--- config.mk ---
export PLATFORM = sky130hd
export DESIGN_NAME = addr_delta_feeder
export DESIGN_NICKNAME = d
export VERILOG_FILES = /design/src/rtl/cache_sim_pkg.sv /design/src/rtl/addr_fifo.sv /design/src/rtl/addr_delta_feeder.sv
export SDC_FILE = /design/constraint.sdc
export NUM_CORES = 1
export LEC_CHECK = 0
export BUFFER_PORTS_ARGS = -buffer_cell sky130_fd_sc_hd__buf_2
export CAP_MARGIN = 25
export CORE_UTILIZATION = 57
export CTS_BUF_LIST = sky130_fd_sc_hd__clkbuf_8
export CTS_CLUSTER_DIAMETER = 80
export CTS_CLUSTER_SIZE = 10
export DETAILED_ROUTE_END_ITERATION = 10
export GPL_TIMING_DRIVEN = 0
export PLACE_DENSITY = 0.87
export SYNTH_ARGS = -nofsm -noshare
export SYNTH_HDL_FRONTEND = slang
export SYNTH_SLANG_ARGS = --single-unit
--- constraint.sdc ---
create_clock -name clk -period 5 [get_ports clk]
set_input_delay 0.5 -clock clk [delete_from_list [all_inputs] [get_ports clk]]
set_output_delay 0.5 -clock clk [all_outputs]
set_load 0.02 [all_outputs]
--- src/rtl/cache_sim_pkg.sv ---
// Shared definitions for the cache-simulation address path: feeder state
// encoding, default address width and a small state classification helper.
package cache_sim_pkg;

    localparam int ADDR_W_DEF = 32;

    typedef enum logic [1:0] {
        ST_IDLE   = 2'd0,
        ST_STREAM = 2'd1,
        ST_DRAIN  = 2'd2
    } feed_state_e;

    // True for the states in which new delta beats may be taken.
    function automatic logic accepting_state(input feed_state_e s);
        return (s == ST_IDLE) || (s == ST_STREAM);
    endfunction

endpackage

--- src/rtl/addr_fifo.sv ---
// Synchronous FIFO holding absolute addresses; power-of-two depth so the
// pointers wrap naturally, with level/full/empty status.
module addr_fifo #(
    parameter int WIDTH = 32,
    parameter int DEPTH = 8
) (
    input  logic                       clk,
    input  logic                       rst,
    input  logic                       push,
    input  logic [WIDTH-1:0]           push_data,
    input  logic                       pop,
    output logic [WIDTH-1:0]           head,
    output logic [$clog2(DEPTH):0]     level,
    output logic                       full,
    output logic                       empty
);

    localparam int PTR_W = $clog2(DEPTH);
    localparam int LVL_W = PTR_W + 1;

    logic [WIDTH-1:0] mem_r [DEPTH];
    logic [PTR_W-1:0] wr_ptr_r;
    logic [PTR_W-1:0] rd_ptr_r;
    logic [LVL_W-1:0] level_r;
    logic             push_s;
    logic             pop_s;

    assign full   = (level_r == LVL_W'(DEPTH));
    assign empty  = (level_r == LVL_W'(0));
    assign level  = level_r;
    assign push_s = push && !full;
    assign pop_s  = pop && !empty;
    // Drive zero rather than a stale slot when nothing is buffered.
    assign head   = empty ? {WIDTH{1'b0}} : mem_r[rd_ptr_r];

    // Pointer and occupancy bookkeeping.
    always_ff @(posedge clk) begin
        if (!rst) begin
            wr_ptr_r <= {PTR_W{1'b0}};
            rd_ptr_r <= {PTR_W{1'b0}};
            level_r  <= {LVL_W{1'b0}};
        end else begin
            if (push_s) begin
                wr_ptr_r <= wr_ptr_r + PTR_W'(1);
            end
            if (pop_s) begin
                rd_ptr_r <= rd_ptr_r + PTR_W'(1);
            end
            case ({push_s, pop_s})
                2'b10:   level_r <= level_r + LVL_W'(1);
                2'b01:   level_r <= level_r - LVL_W'(1);
                default: level_r <= level_r;
            endcase
        end
    end

    // Storage array write port.
    always_ff @(posedge clk) begin
        if (push_s) begin
            mem_r[wr_ptr_r] <= push_data;
        end
    end

endmodule

--- src/rtl/addr_delta_feeder.sv ---
// Turns a stream of signed address deltas into absolute addresses and
// buffers them for the cache, signalling when each trace has fully drained.
module addr_delta_feeder
    import cache_sim_pkg::*;
#(
    parameter int ADDR_W     = ADDR_W_DEF,
    parameter int FIFO_DEPTH = 8
) (
    input  logic                         clk,
    input  logic                         rst,
    input  logic                         delta_valid,
    input  logic [ADDR_W-1:0]            delta_in,
    input  logic                         delta_last,
    output logic                         delta_ready,
    output logic [ADDR_W-1:0]            addr,
    output logic                         addr_valid,
    input  logic                         addr_ready,
    output logic [$clog2(FIFO_DEPTH):0]  fifo_level,
    output logic [31:0]                  issued_count,
    output logic                         trace_done
);

    localparam int LVL_W = $clog2(FIFO_DEPTH) + 1;

    feed_state_e       state_r;
    feed_state_e       state_next_s;
    logic [ADDR_W-1:0] acc_r;
    logic [ADDR_W-1:0] acc_next_s;
    logic              ready_r;
    logic              ready_next_s;
    logic [31:0]       issued_r;
    logic              done_r;
    logic              done_next_s;
    logic [LVL_W-1:0]  level_s;
    logic [LVL_W-1:0]  level_next_s;
    logic              fifo_full_s;
    logic              fifo_empty_s;
    logic              accept_s;
    logic              pop_s;

    assign accept_s     = delta_valid && ready_r;
    assign pop_s        = addr_valid && addr_ready;
    assign addr_valid   = !fifo_empty_s;
    assign fifo_level   = level_s;
    assign delta_ready  = ready_r;
    assign issued_count = issued_r;
    assign trace_done   = done_r;

    addr_fifo #(
        .WIDTH (ADDR_W),
        .DEPTH (FIFO_DEPTH)
    ) u_fifo (
        .clk       (clk),
        .rst       (rst),
        .push      (accept_s && !fifo_full_s),
        .push_data (acc_next_s),
        .pop       (pop_s),
        .head      (addr),
        .level     (level_s),
        .full      (fifo_full_s),
        .empty     (fifo_empty_s)
    );

    // Next accumulator value, next state and the registered-ready lookahead.
    always_comb begin
        acc_next_s   = (state_r == ST_IDLE) ? delta_in : acc_r + delta_in;
        state_next_s = state_r;
        done_next_s  = 1'b0;
        case (state_r)
            ST_IDLE: begin
                if (accept_s) begin
                    state_next_s = delta_last ? ST_DRAIN : ST_STREAM;
                end else begin
                    state_next_s = ST_IDLE;
                end
            end
            ST_STREAM: begin
                if (accept_s && delta_last) begin
                    state_next_s = ST_DRAIN;
                end else begin
                    state_next_s = ST_STREAM;
                end
            end
            ST_DRAIN: begin
                if (fifo_empty_s) begin
                    state_next_s = ST_IDLE;
                    done_next_s  = 1'b1;
                end else begin
                    state_next_s = ST_DRAIN;
                end
            end
            default: begin
                state_next_s = ST_IDLE;
            end
        endcase
        case ({accept_s, pop_s})
            2'b10:   level_next_s = level_s + LVL_W'(1);
            2'b01:   level_next_s = level_s - LVL_W'(1);
            default: level_next_s = level_s;
        endcase
        // Ready is registered, so a pop while full re-opens it one cycle later.
        ready_next_s = accepting_state(state_next_s) &&
                       (level_next_s < LVL_W'(FIFO_DEPTH));
    end

    // Control state, accumulator and status registers.
    always_ff @(posedge clk) begin
        if (!rst) begin
            state_r  <= ST_IDLE;
            acc_r    <= {ADDR_W{1'b0}};
            ready_r  <= 1'b0;
            issued_r <= 32'd0;
            done_r   <= 1'b0;
        end else begin
            state_r <= state_next_s;
            if (accept_s) begin
                acc_r <= acc_next_s;
            end
            ready_r <= ready_next_s;
            if (pop_s) begin
                issued_r <= issued_r + 32'd1;
            end
            done_r <= done_next_s;
        end
    end

endmodule

==> results of run 1 <==
[cell families (layout without fill, tap and decap cells)]
logic type | Yosys count | after routing
xor+xnor | 55 | 55
simple gates | 311 | 311
buf+inv | 66 | 264
mux | 102 | 102
fa+ha+maj | 40 | 40
flops | 337 | 337
other cells | 0 | 4
compound gates | 183 | 183
[area by class of cell]
cell class	instances	area, µm²	area share (%)
flip-flops and latches	337	9310	54.7
multi-input cells	691	5470	32.1
repair buffers	128	823	4.84
clock buffers	42	578	3.40
well taps	335	419	2.46
plain buffers	50	248	1.46
clock inverters	28	105	0.617
inverters	16	60.1	0.353
diodes	4	10.0	0.0588
[critical path, cell delays in order (launching register included)]
cell	delay, ns
sky130_fd_sc_hd__dfxtp_1	0.31
sky130_fd_sc_hd__clkbuf_1	0.78
sky130_fd_sc_hd__buf_1	0.77
sky130_fd_sc_hd__mux4_2	0.61
sky130_fd_sc_hd__mux2i_1	0.15
sky130_fd_sc_hd__nor2_1	0.08
sky130_fd_sc_hd__buf_2	0.19
[metrics by stage]
stage               util, %  instances
floorplan                 -       1094
global placement       61.5       1535
detailed placement     62.7       1554
CTS                    65.3       1624
global route           65.5       1627
finish                 65.5       1631
[metal layers]
metal	global-route usage, %	routed length, µm
met1	36.1	14200
met2	44.1	17000
met3	5.68	3180
met4	12.3	1400
met5	0	10
[where the power goes]
group          switching, mW  total [mW]  leakage [nW]  internal [mW]
Clock                  0.942        1.71         0.451          0.773
Sequential            0.0757        3.33          2.97           3.26
Combinational           1.43        2.33          2.80          0.900
[synth_stat cells, types with 3 or more instances]
cell | instances | area [µm²]
sky130_fd_sc_hd__buf_1 | 13 | 48.8
sky130_fd_sc_hd__mux4_2 | 64 | 1440
sky130_fd_sc_hd__nand3_1 | 24 | 120
sky130_fd_sc_hd__nor2_1 | 99 | 372
sky130_fd_sc_hd__clkbuf_1 | 29 | 109
sky130_fd_sc_hd__a21boi_0 | 4 | 30.0
sky130_fd_sc_hd__nand2b_1 | 10 | 62.6
sky130_fd_sc_hd__o211a_1 | 5 | 50.1
sky130_fd_sc_hd__or3_1 | 11 | 68.8
sky130_fd_sc_hd__mux2i_1 | 37 | 370
sky130_fd_sc_hd__a31oi_1 | 16 | 100
sky130_fd_sc_hd__inv_1 | 12 | 45.0
sky130_fd_sc_hd__xnor2_1 | 28 | 245
sky130_fd_sc_hd__o21ai_0 | 41 | 205
sky130_fd_sc_hd__xor2_1 | 27 | 236
sky130_fd_sc_hd__and2_1 | 9 | 56.3
sky130_fd_sc_hd__dfxtp_1 | 81 | 1620
sky130_fd_sc_hd__a21o_1 | 14 | 105
sky130_fd_sc_hd__o21bai_1 | 8 | 60.1
sky130_fd_sc_hd__clkbuf_8 | 3 | 41.3
sky130_fd_sc_hd__nor3_1 | 14 | 70.1
sky130_fd_sc_hd__a21oi_1 | 52 | 260
sky130_fd_sc_hd__and4_1 | 3 | 26.3
sky130_fd_sc_hd__a311oi_1 | 3 | 26.3
sky130_fd_sc_hd__a211oi_1 | 6 | 45.0
sky130_fd_sc_hd__and3_1 | 11 | 68.8
sky130_fd_sc_hd__o21a_1 | 4 | 30.0
sky130_fd_sc_hd__o21ba_2 | 6 | 60.1
sky130_fd_sc_hd__nor2b_1 | 3 | 18.8
sky130_fd_sc_hd__edfxtp_1 | 256 | 7690
sky130_fd_sc_hd__nand4_1 | 11 | 68.8
sky130_fd_sc_hd__ha_1 | 39 | 488
sky130_fd_sc_hd__o221ai_1 | 3 | 26.3
sky130_fd_sc_hd__o31ai_1 | 3 | 22.5
sky130_fd_sc_hd__nand2_1 | 102 | 383
[registers in the layout, summed over array words and instances, names as in the netlist, named ones only]
register         cells
trace_done           1
u_fifo.level         4
u_fifo.wr_ptr_r      3
delta_ready          1
state_r              2
issued_count        32
u_fifo.mem_r       256
acc_r               32
u_fifo.rd_ptr_r      3
[worst paths after layout]
kind / slack (ns) / cells after the start / to
worst max register to register: 1.19 / 10 / u_fifo.mem_r[0][24]
worst min register to register: 0.47 / 2 / acc_r[3]
worst max-delay path: 1.06 / 6 / addr[8]
worst min-delay path: 0.26 / 3 / acc_r[5]
==> impl_summary.txt, run 1 <==
----------------------------------------------------
[Clock network]
  Clock latency at the later pin of the worst-skew pair ... 0.56 ns
  Clock transition time at the flip-flop clock pins of the worst setup and hold paths ... 0.08 ns
  CTS tree ... yes
  Hold buffer count at CTS ... 0
  Count of instances resized after the clock tree is built ... 0
  Number of setup buffers added after CTS ... 0
  Number of buffers created by CTS ... 39
  Clock sink count ... 337
  Worst-case clock buffer depth ... 3
  CTS H-tree lvls ... 2
  Clock tree root buffer cell ... sky130_fd_sc_hd__clkbuf_8

[Synth]
  Post-synthesis simple-gate area fraction ... 9.47%
  EDFF count, synth ... 256
  Synthesized netlist net count ... 1171
  Dominant register cell in the synthesized netlist ... sky130_fd_sc_hd__edfxtp_1
  Netlist Area Pre-Place ... 0.0150 mm²
  Main combinational cell family by area after synthesis ... multiplexers
  Instance count of the mapped netlist ... 1094
  Flip-flop and latch count after synthesis ... 337
  Complex-gate fraction of the synthesized area ... 7.83%
  Number of library cell types mapped by synthesis ... 67
  Number of warnings printed during yosys synthesis ... 0
  Synthesized-area fraction occupied by xor and xnor cells ... 3.21%
  Adder and majority cell fraction of the synthesized area ... 3.38%
  Proportion of synthesized area in mux cells ... 12.1%
  Async S/R FF share, synth ... 0%
  Sequential share of the synthesized area ... 61.9%
  Post-synthesis average cell area ... 13.7 µm²

[Final layout]
  Synth-to-layout area growth ... 13.3%
  Fraction of layout cells with a size suffix above 1 ... 20.8%
  Number of fill cells in the layout ... 1779
  Design Area, Final ... 0.0170 mm²
  Most common cell after layout, fill and taps aside ... sky130_fd_sc_hd__edfxtp_1
  Most frequent cells in the layout ... sky130_fd_sc_hd__edfxtp_1 (256), sky130_fd_sc_hd__buf_2 (106), sky130_fd_sc_hd__nand2_1 (102), sky130_fd_sc_hd__nor2_1 (96), sky130_fd_sc_hd__dfxtp_1 (81)
  Final Net Count ... 1340

[Run status]
  Outcome ... finished, violations left
  Failing checks ... DRC

[Placed design]
  Total placed instance area ... 0.0163 mm²
  Quantity of I/O buffers inserted on ports ... 106
  Pre-CTS setup slack ... 0.954 ns
  Dpl hpwl ... 24800 µm
  Routability cong. ... 0.920

[STA]
  Max-slew headroom at the worst pin ... 29.3%
  Setup repair after global routing missed its margin ... no
  Final worst clock skew ... 0.0243 ns
  Smallest setup slack after layout ... 1.06 ns
  Slew @ Worst Pin ... 1.06 ns
  Final worst path period need ... 3.94 ns
  Number of slew-limit violations in the final report ... 0
  Final total negative setup slack ... 0 ns
  Final hold slack ... 0.263 ns
  Hold Fails Final Rpt ... 0
  Final worst path period share ... 78.7%
  Finish-stage setup viols ... 0
  Top achievable clock speed ... 0.254 GHz

[Die]
  Die Outline Area ... 0.0270 mm²
  Die Wd ... 164 µm
  I/O pin count ... 108
  Placeable core area ... 0.0260 mm²
  Number of core rows ... 59
  Starting Density ... 57.8%
  Height of the die ... 164 µm

[Drt]
  DR vias ... 9954
  Average wire per standard cell ... 22.0 µm
  Antenna Nets Post-Route ... 0
  Via density per instance ... 6.10
  Detailed-route wire length ... 35800 µm
  Number of remaining DRC errors ... 4
  Initial DRC count ... 952
  Number of detailed-routing iterations run before antenna repair ... 8

[Job]
  # Max-Cap Violations ... 0

[Min path]
  Worst hold start ... delta_in[5]
  Hold crit path type ... primary input to flop

[Pwr]
  Max VDD drop ... 234 µV
  LEAKAGE ... 6.22 nW
  Power density of the placed cells ... 433 mW/mm²
  Overall power of the completed layout ... 7.38 mW

[Setup path]
  Worst Path Max Fanout ... 10
  Startpoint of the most critical register-to-register path ... acc_r[0]
  Category of the worst setup path capture point ... primary output
  Setup crit start kind ... flop
  Signal arrival time at the worst endpoint ... 3.44 ns
  Required time of the critical path ... 4.50 ns
  Critical path start-end classification ... flop to primary output

[GRT]
  Global-route total usage across every layer ... 27.4%
  Number of antenna violations at the first check in global routing ... 4
  Global-route wire length before repair ... 54700 µm
  Via count of the first global-routing pass ... 9868
  Pin count of the biggest net entering global routing ... 20
  Grt total ovfl ... 0

----------------------------------------------------
(Power assumes the default switching activity.)
==> run 2: changes to the inputs <==
==> constraint.sdc (replaced) <==
create_clock -name clk -period 3.4 [get_ports clk]
set_input_delay 0.34 -clock clk [delete_from_list [all_inputs] [get_ports clk]]
set_output_delay 0.34 -clock clk [all_outputs]
set_load 0.02 [all_outputs]
==> run 2 against run 1 <==
Effect of this change:
- critical path depth fell by 1
- highest routed layer is now met4
- utilization is 0.087 points higher
- power up 47%
- the flow now finishes without violations
- via count about the same
- sequential power increased by 49%
- combinational power up 45%
- first-iteration DRC count down 4.5%
- clock power grew 45%
- count of clock-buffer cells in the layout shrank 1
==> impl_summary.txt, run 2 (synthesis results as in run 1) <==
----------------------------------------------------
[Run status]
  Outcome ... completed

[Clock network]
  Clock sink count ... 337 (unchanged)
  Number of setup buffers added after CTS ... 0 (unchanged)
  Worst-case clock buffer depth ... 3 (unchanged)
  CTS tree ... yes
  Hold buffer count at CTS ... 0 (unchanged)
  CTS H-tree lvls ... 2 (unchanged)
  Clock tree root buffer cell ... sky130_fd_sc_hd__clkbuf_8
  Clock transition time at the flip-flop clock pins of the worst setup and hold paths ... 0.08 ns (about the same)
  Clock latency at the later pin of the worst-skew pair ... 0.54 ns (-0.02 ns)
  Number of buffers created by CTS ... 39 (unchanged)

[Placed design]
  Cells after DPL ... 1553 (-0.064%)
  Total placed instance area ... 0.0163 mm² (+0.18%)
  Quantity of I/O buffers inserted on ports ... 106 (unchanged)
  Dpl hpwl ... 24700 µm (-0.34%)
  Pre-CTS setup slack ... -0.391 ns (-1.35 ns)
  Routability cong. ... 0.915 (-0.53%)

[GRT]
  Global-route total usage across every layer ... 27.6% (+0.19 points)
  Number of antenna violations at the first check in global routing ... 1 (-3)
  Pin count of the biggest net entering global routing ... 19 (-5.0%)
  Via count of the first global-routing pass ... 9943 (+0.76%)
  Grt total ovfl ... 0 (unchanged)
  Global-route wire length before repair ... 55500 µm (+1.5%)

[Setup path]
  Highest-delay cell along the critical path ... sky130_fd_sc_hd__dfxtp_1
  Number of buffers and inverters on the critical path ... 2 (-1)
  Family with the most delay on the worst path ... buffers and inverters
  Peak per-stage delay on the critical path ... 0.78 ns (about the same)
  Setup crit start kind ... flop
  Ordered cell list for the critical path ... buf_1 -> mux4_2 -> mux2i_1 -> nor2_1 -> buf_2
  Category of the worst setup path capture point ... primary output
  Required time of the critical path ... 3.06 ns (-1.44 ns)
  Worst Path Max Fanout ... 10 (unchanged)
  Critical path start-end classification ... flop to primary output
  Signal arrival time at the worst endpoint ... 2.90 ns (-0.54 ns)

[Drt]
  DR vias ... 9962 (+0.080%)
  Number of detailed-routing iterations run before antenna repair ... 6 (-2)
  Average wire per standard cell ... 22.3 µm (+1.6%)
  Detailed-route wire length ... 36200 µm (+0.98%)
  Number of remaining DRC errors ... 0 (-4)
  Via density per instance ... 6.15 (+0.70%)
  Antenna Nets Post-Route ... 0 (unchanged)
  Initial DRC count ... 909 (-4.5%)

[Final layout]
  Synth-to-layout area growth ... 13.4%
  Design Area, Final ... 0.0170 mm² (+0.13%)
  Largest register FFs ... 256 (unchanged)
  Most frequent cells in the layout ... sky130_fd_sc_hd__edfxtp_1 (256), sky130_fd_sc_hd__buf_2 (106), sky130_fd_sc_hd__nand2_1 (102), sky130_fd_sc_hd__nor2_1 (95), sky130_fd_sc_hd__dfxtp_1 (80)
  Fraction of layout cells with a size suffix above 1 ... 21.6% (+0.81 points)
  Most common cell after layout, fill and taps aside ... sky130_fd_sc_hd__edfxtp_1
  Layout Cells excl Fill ... 1621 (-0.61%)
  Final Net Count ... 1334 (-0.45%)
  Largest reg by FF count ... u_fifo.mem_r

[Pwr]
  LEAKAGE ... 6.21 nW (-0.11%)
  Max VDD drop ... 362 µV (+55%)
  Overall power of the completed layout ... 10.8 mW (+47%)
  Power density of the placed cells ... 634 mW/mm² (+46%)

[Die]
  Placeable core area ... 0.0260 mm² (unchanged)
  Height of the die ... 164 µm (unchanged)
  I/O pin count ... 108 (unchanged)
  Starting Density ... 57.8% (unchanged)
  Die Wd ... 164 µm (unchanged)
  Die Outline Area ... 0.0270 mm² (unchanged)
  Number of core rows ... 59 (unchanged)

[STA]
  Setup repair after global routing missed its margin ... no
  Top achievable clock speed ... 0.309 GHz
  Final worst path period need ... 3.24 ns
  Max-slew headroom at the worst pin ... 35.8% (+6.5 points)
  Final worst path period share ... 95.2%
  Number of slew-limit violations in the final report ... 0 (unchanged)
  Slew @ Worst Pin ... 0.953 ns (-0.108 ns)
  Final worst clock skew ... 0.0295 ns (+0.00519 ns)
  Finish-stage setup viols ... 0 (unchanged)
  Smallest setup slack after layout ... 0.162 ns (-0.902 ns)
  Hold Fails Final Rpt ... 0 (unchanged)

[Min path]
  Hold crit path type ... primary input to flop

[Job]
  # Max-Cap Violations ... 0 (unchanged)

----------------------------------------------------
[run 2: final timing paths]
path | cells after the start | slack, ns | startpoint | endpoint
hold / removal | 3 | 0.12 | delta_in[20] | acc_r[20]
setup reg to reg | 10 | 0.19 | acc_r[0] | u_fifo.mem_r[5][28]
setup / recovery | 5 | 0.16 | flop | addr[11]
hold reg to reg | 2 | 0.48 | acc_r[10] | acc_r[10]
[run 2: repair_timing]
action | 4_1_cts | 5_1_grt
resized for setup | 13 | 9
cloned | 0 | 0
endpoints found under the setup margin | 48 | 64
[run 2: report_power, final]
group	leakage [nW]	internal, mW	switching (mW)
Sequential	2.97	4.79	0.163
Clock	0.443	1.11	1.37
Combinational	2.80	1.31	2.06
Total	6.21	7.22	3.59
[run 2: per-layer routing]
layer  global-route usage (%)  wire length [µm]  vias up
li1                         -                 -     4488
met1                     36.3             14300     4832
met2                     44.8             17400      540
met3                     5.88              3130      102
met4                     11.3              1370        0
met5                        0                 0        -
[run 2: area by class of cell]
type / instances / area [µm²]
Sequential cell: 337 / 9310
Fill cell: 1797 / 8940
Multi-Input combinational cell: 691 / 5500
Timing Repair Buffer: 124 / 806
Clock buffer: 41 / 564
Tap cell: 335 / 419
Buffer: 48 / 280
Clock inverter: 28 / 106
Inverter: 16 / 60.1
Antenna cell: 1 / 2.50
[run 2: worst min-delay path, stage by stage]
cell and delay (ns):
sky130_fd_sc_hd__buf_2 0.12, sky130_fd_sc_hd__nand2_1 0.07, sky130_fd_sc_hd__a31oi_1 0.08
[run 2: through the flow]
step	setup TNS (ns)	hold slack, ns	utilization (%)
5_1_grt	0	0.119	65.6
4_1_cts	0	0.101	65.5
6_report	0	0.125	65.6
2_1_floorplan	-82.51	0.440	-
3_3_place_gp	-497.97	0.447	61.5
3_5_place_dp	-6.17	0.464	62.8
==> run 3: changes to the inputs <==
--- a/config.mk
+++ b/config.mk
@@ -5,6 +5,7 @@
 export SDC_FILE = /design/constraint.sdc
 export NUM_CORES = 1
 export LEC_CHECK = 0
+export ABC_AREA = 1
 export BUFFER_PORTS_ARGS = -buffer_cell sky130_fd_sc_hd__buf_2
 export CAP_MARGIN = 25
 export CORE_UTILIZATION = 57
==> run 3 against run 2 <==
Effect of this change:
- final cell count grew 50%
- count of clock-buffer cells in the layout shrank 1
- utilization is essentially flat
- non-clock buffer count grew 18
- critical path depth grew 4
- maximum frequency grew 0.58%
- first-iteration DRC count grew 84%
- area after synthesis grew 9.7%
- hold slack lost 0.013 ns
- setup slack gained 0.019 ns
- combinational power grew 55%
==> impl_summary.txt, run 3 <==
----------------------------------------------------
[Run status]
  Outcome ... completed

[Final layout]
  Most common cell after layout, fill and taps aside ... sky130_fd_sc_hd__nand2_1
  Count of inserted antenna diode cells ... 0 (-1)
  Most frequent cells in the layout ... sky130_fd_sc_hd__nand2_1 (393), sky130_fd_sc_hd__nor2_1 (321), sky130_fd_sc_hd__edfxtp_1 (256), sky130_fd_sc_hd__inv_1 (202), sky130_fd_sc_hd__o21ai_0 (197)
  Synth-to-layout area growth ... 11.7%
  Largest reg by FF count ... u_fifo.mem_r
  Largest register FFs ... 256 (unchanged)
  Final Net Count ... 2113 (+58%)
  Fraction of layout cells with a size suffix above 1 ... 10.5% (-11 points)

[Synth]
  Share of Yosys cell area claimed by the top area cell type ... 46.6% (-4.5 points)
  Async S/R FF share, synth ... 0% (unchanged)
  EDFF count, synth ... 256 (unchanged)
  Sequential share of the synthesized area ... 56.5% (-5.5 points)
  Synth area leaders ... sky130_fd_sc_hd__edfxtp_1 (47%), sky130_fd_sc_hd__dfxtp_1 (9.8%), sky130_fd_sc_hd__nand2_1 (9.0%)
  Netlist Area Pre-Place ... 0.0165 mm² (+9.7%)
  Number of warnings printed during yosys synthesis ... 0 (unchanged)
  Number of library cell types mapped by synthesis ... 44 (-34%)
  Post-synthesis average cell area ... 8.77 µm² (-36%)
  Flip-flop and latch count after synthesis ... 337 (unchanged)
  Cell with the most instances after synthesis ... sky130_fd_sc_hd__nand2_1
  Cell taking the most area after synthesis ... sky130_fd_sc_hd__edfxtp_1
  Commonest cells in the netlist ... sky130_fd_sc_hd__nand2_1 (393), sky130_fd_sc_hd__nor2_1 (329), sky130_fd_sc_hd__edfxtp_1 (256)
  Instance count of the mapped netlist ... 1879 (+72%)
  Dominant register cell in the synthesized netlist ... sky130_fd_sc_hd__edfxtp_1
  Synthesized netlist net count ... 1956 (+67%)

[Setup path]
  Category of the worst setup path capture point ... primary output
  Worst Reg2Reg Path Length in Cells ... 4 (-6)
  Required time of the critical path ... 3.06 ns (about the same)
  Signal arrival time at the worst endpoint ... 2.88 ns (-0.02 ns)
  Critical path start-end classification ... flop to primary output
  Worst Path Max Fanout ... 10 (unchanged)
  Setup crit start kind ... flop

[Pwr]
  Int Pwr ... 7.53 mW (+4.3%)
  Switching power ... 5.37 mW (+50%)
  Clock share of power ... 19.9% (-3.1 points)
  LEAKAGE ... 7.75 nW (+25%)
  Comb power frac ... 40.4% (+9.2 points)
  Net switching fraction of the power ... 41.6% (+8.4 points)
  Register share of total power ... 39.7% (-6.1 points)
  Power density of the placed cells ... 701 mW/mm² (+10%)
  Max VDD drop ... 370 µV (+2.2%)

[Die]
  Die Outline Area ... 0.0296 mm² (+9.6%)
  Height of the die ... 172 µm (+4.7%)
  I/O pin count ... 108 (unchanged)
  Placeable core area ... 0.0281 mm² (+8.1%)
  Die Wd ... 172 µm (+4.7%)
  Starting Density ... 58.7% (+0.85 points)
  Number of core rows ... 61 (+3.4%)

[STA]
  Final worst path period share ... 94.7% (-0.55 points)
  Final worst path period need ... 3.22 ns (-0.0188 ns)
  Final total negative setup slack ... 0 ns (unchanged)
  Top achievable clock speed ... 0.311 GHz (+0.58%)
  Max-slew headroom at the worst pin ... 25.5% (-10 points)
  Final hold slack ... 0.112 ns (-0.0130 ns)
  Slew @ Worst Pin ... 1.11 ns (+0.153 ns)
  Hold Fails Final Rpt ... 0 (unchanged)
  Finish-stage setup viols ... 0 (unchanged)
  Smallest setup slack after layout ... 0.181 ns (+0.0188 ns)
  Final worst clock skew ... 0.0315 ns (+0.00200 ns)
  Number of slew-limit violations in the final report ... 0 (unchanged)
  Setup repair after global routing missed its margin ... no

[Clock network]
  Number of setup buffers added after CTS ... 0 (unchanged)
  Clock transition time at the flip-flop clock pins of the worst setup and hold paths ... 0.07 ns (about the same)
  Clock latency at the later pin of the worst-skew pair ... 0.59 ns (+0.05 ns)
  Clock sink count ... 337 (unchanged)
  Number of buffers created by CTS ... 40 (+2.6%)
  Hold buffer count at CTS ... 0 (unchanged)
  Worst-case clock buffer depth ... 3 (unchanged)
  CTS tree ... yes
  CTS H-tree lvls ... 2 (unchanged)
  Clock tree root buffer cell ... sky130_fd_sc_hd__clkbuf_8

[GRT]
  Pin count of the biggest net entering global routing ... 25 (+6)
  Global-route total usage across every layer ... 30.3% (+2.8 points)
  Via count of the first global-routing pass ... 13377 (+35%)
  Number of antenna violations at the first check in global routing ... 2 (+1)
  Grt total ovfl ... 0 (unchanged)
  Global-route wire length before repair ... 68200 µm (+23%)

[Placed design]
  Quantity of I/O buffers inserted on ports ... 107 (+0.94%)
  Dpl hpwl ... 31600 µm (+28%)
  Routability cong. ... 0.979 (+6.9%)
  Pre-CTS setup slack ... 0.570 ns (+0.961 ns)

[Drt]
  Number of detailed-routing iterations run before antenna repair ... 6 (unchanged)
  Detailed-route wire length ... 44300 µm (+22%)
  Via density per instance ... 5.72 (-7.0%)
  DR vias ... 13902 (+40%)
  Antenna Nets Post-Route ... 0 (unchanged)
  Initial DRC count ... 1672 (+84%)
  Number of remaining DRC errors ... 0 (unchanged)
  Average wire per standard cell ... 18.2 µm (-18%)

[Job]
  # Max-Cap Violations ... 0 (unchanged)

[Min path]
  Number of stages on the worst hold path ... 5 (+2)
  Hold crit path type ... primary input to flop

----------------------------------------------------
-- run 3: path summary, 6_finish.rpt --
check	startpoint	to	slack, ns
hold / removal	delta_in[29]	acc_r[29]	0.11
hold reg to reg	u_fifo.rd_ptr_r[0]	u_fifo.rd_ptr_r[0]	0.48
setup / recovery	flop	addr[26]	0.18
setup reg to reg	state_r[0]	u_fifo.mem_r[5][17]	0.67
-- run 3: power groups by stage --
stage	clock network, mW	logic (mW)	registers [mW]
floorplan	0	3.31	5.20
global placement	0	4.88	5.19
detailed placement	0	5.09	5.20
CTS	2.55	5.14	5.11
global route	2.71	5.71	5.14
finish	2.57	5.21	5.12
-- run 3: kinds of logic after synthesis --
| logic type | Yosys count | synth area share, % |
|---|---|---|
| compound gates | 339 | 11.0 |
| buf+inv | 275 | 6.36 |
| xor+xnor | 25 | 1.33 |
| flops | 337 | 56.5 |
| simple gates | 863 | 21.8 |
| fa+ha+maj | 40 | 3.08 |
-- run 3: per-layer routing --
metal / GRT usage (%) / part of all wire, %
met5: 0 / 0.029
met4: 13.5 / 3.7
met3: 5.72 / 10
met2: 49.9 / 47
met1: 39.1 / 40
-- run 3: through the flow --
step | cells | area, µm² | power [mW] | utilization, %
6_report | 2432 | 18400 | 12.9 | 65.6
5_1_grt | 2432 | 18400 | 13.6 | 65.6
4_1_cts | 2432 | 18400 | 12.8 | 65.6
3_5_place_dp | 2372 | 17700 | 10.3 | 63.2
3_3_place_gp | 2364 | 17500 | 10.1 | 62.3
2_1_floorplan | 1879 | 16500 | 8.50 | -
-- run 3: area by class of cell --
cell class | count | area, µm²
Buffer | 75 | 298
Clock buffer | 40 | 551
Clock inverter | 20 | 113
Fill cell | 2208 | 9670
Inverter | 200 | 752
Multi-Input combinational cell | 1267 | 6180
Sequential cell | 337 | 9310
Tap cell | 378 | 473
Timing Repair Buffer | 115 | 733
-- run 3: critical path, cell delays in order (launching register included) --
cell	delay, ns
sky130_fd_sc_hd__dfxtp_1	0.36
sky130_fd_sc_hd__inv_2	0.08
sky130_fd_sc_hd__buf_2	0.26
sky130_fd_sc_hd__buf_2	0.28
sky130_fd_sc_hd__buf_2	0.29
sky130_fd_sc_hd__nor2_1	0.09
sky130_fd_sc_hd__o22ai_1	0.26
sky130_fd_sc_hd__o21ai_0	0.15
sky130_fd_sc_hd__a31oi_1	0.31
sky130_fd_sc_hd__buf_2	0.23
-- run 3: repair_timing --
| item | in CTS | in global routing |
|---|---|---|
| resized for setup | 0 | 2 |
| setup endpoints to repair | 0 | 3 |
| hold endpoints to repair | 0 | 0 |
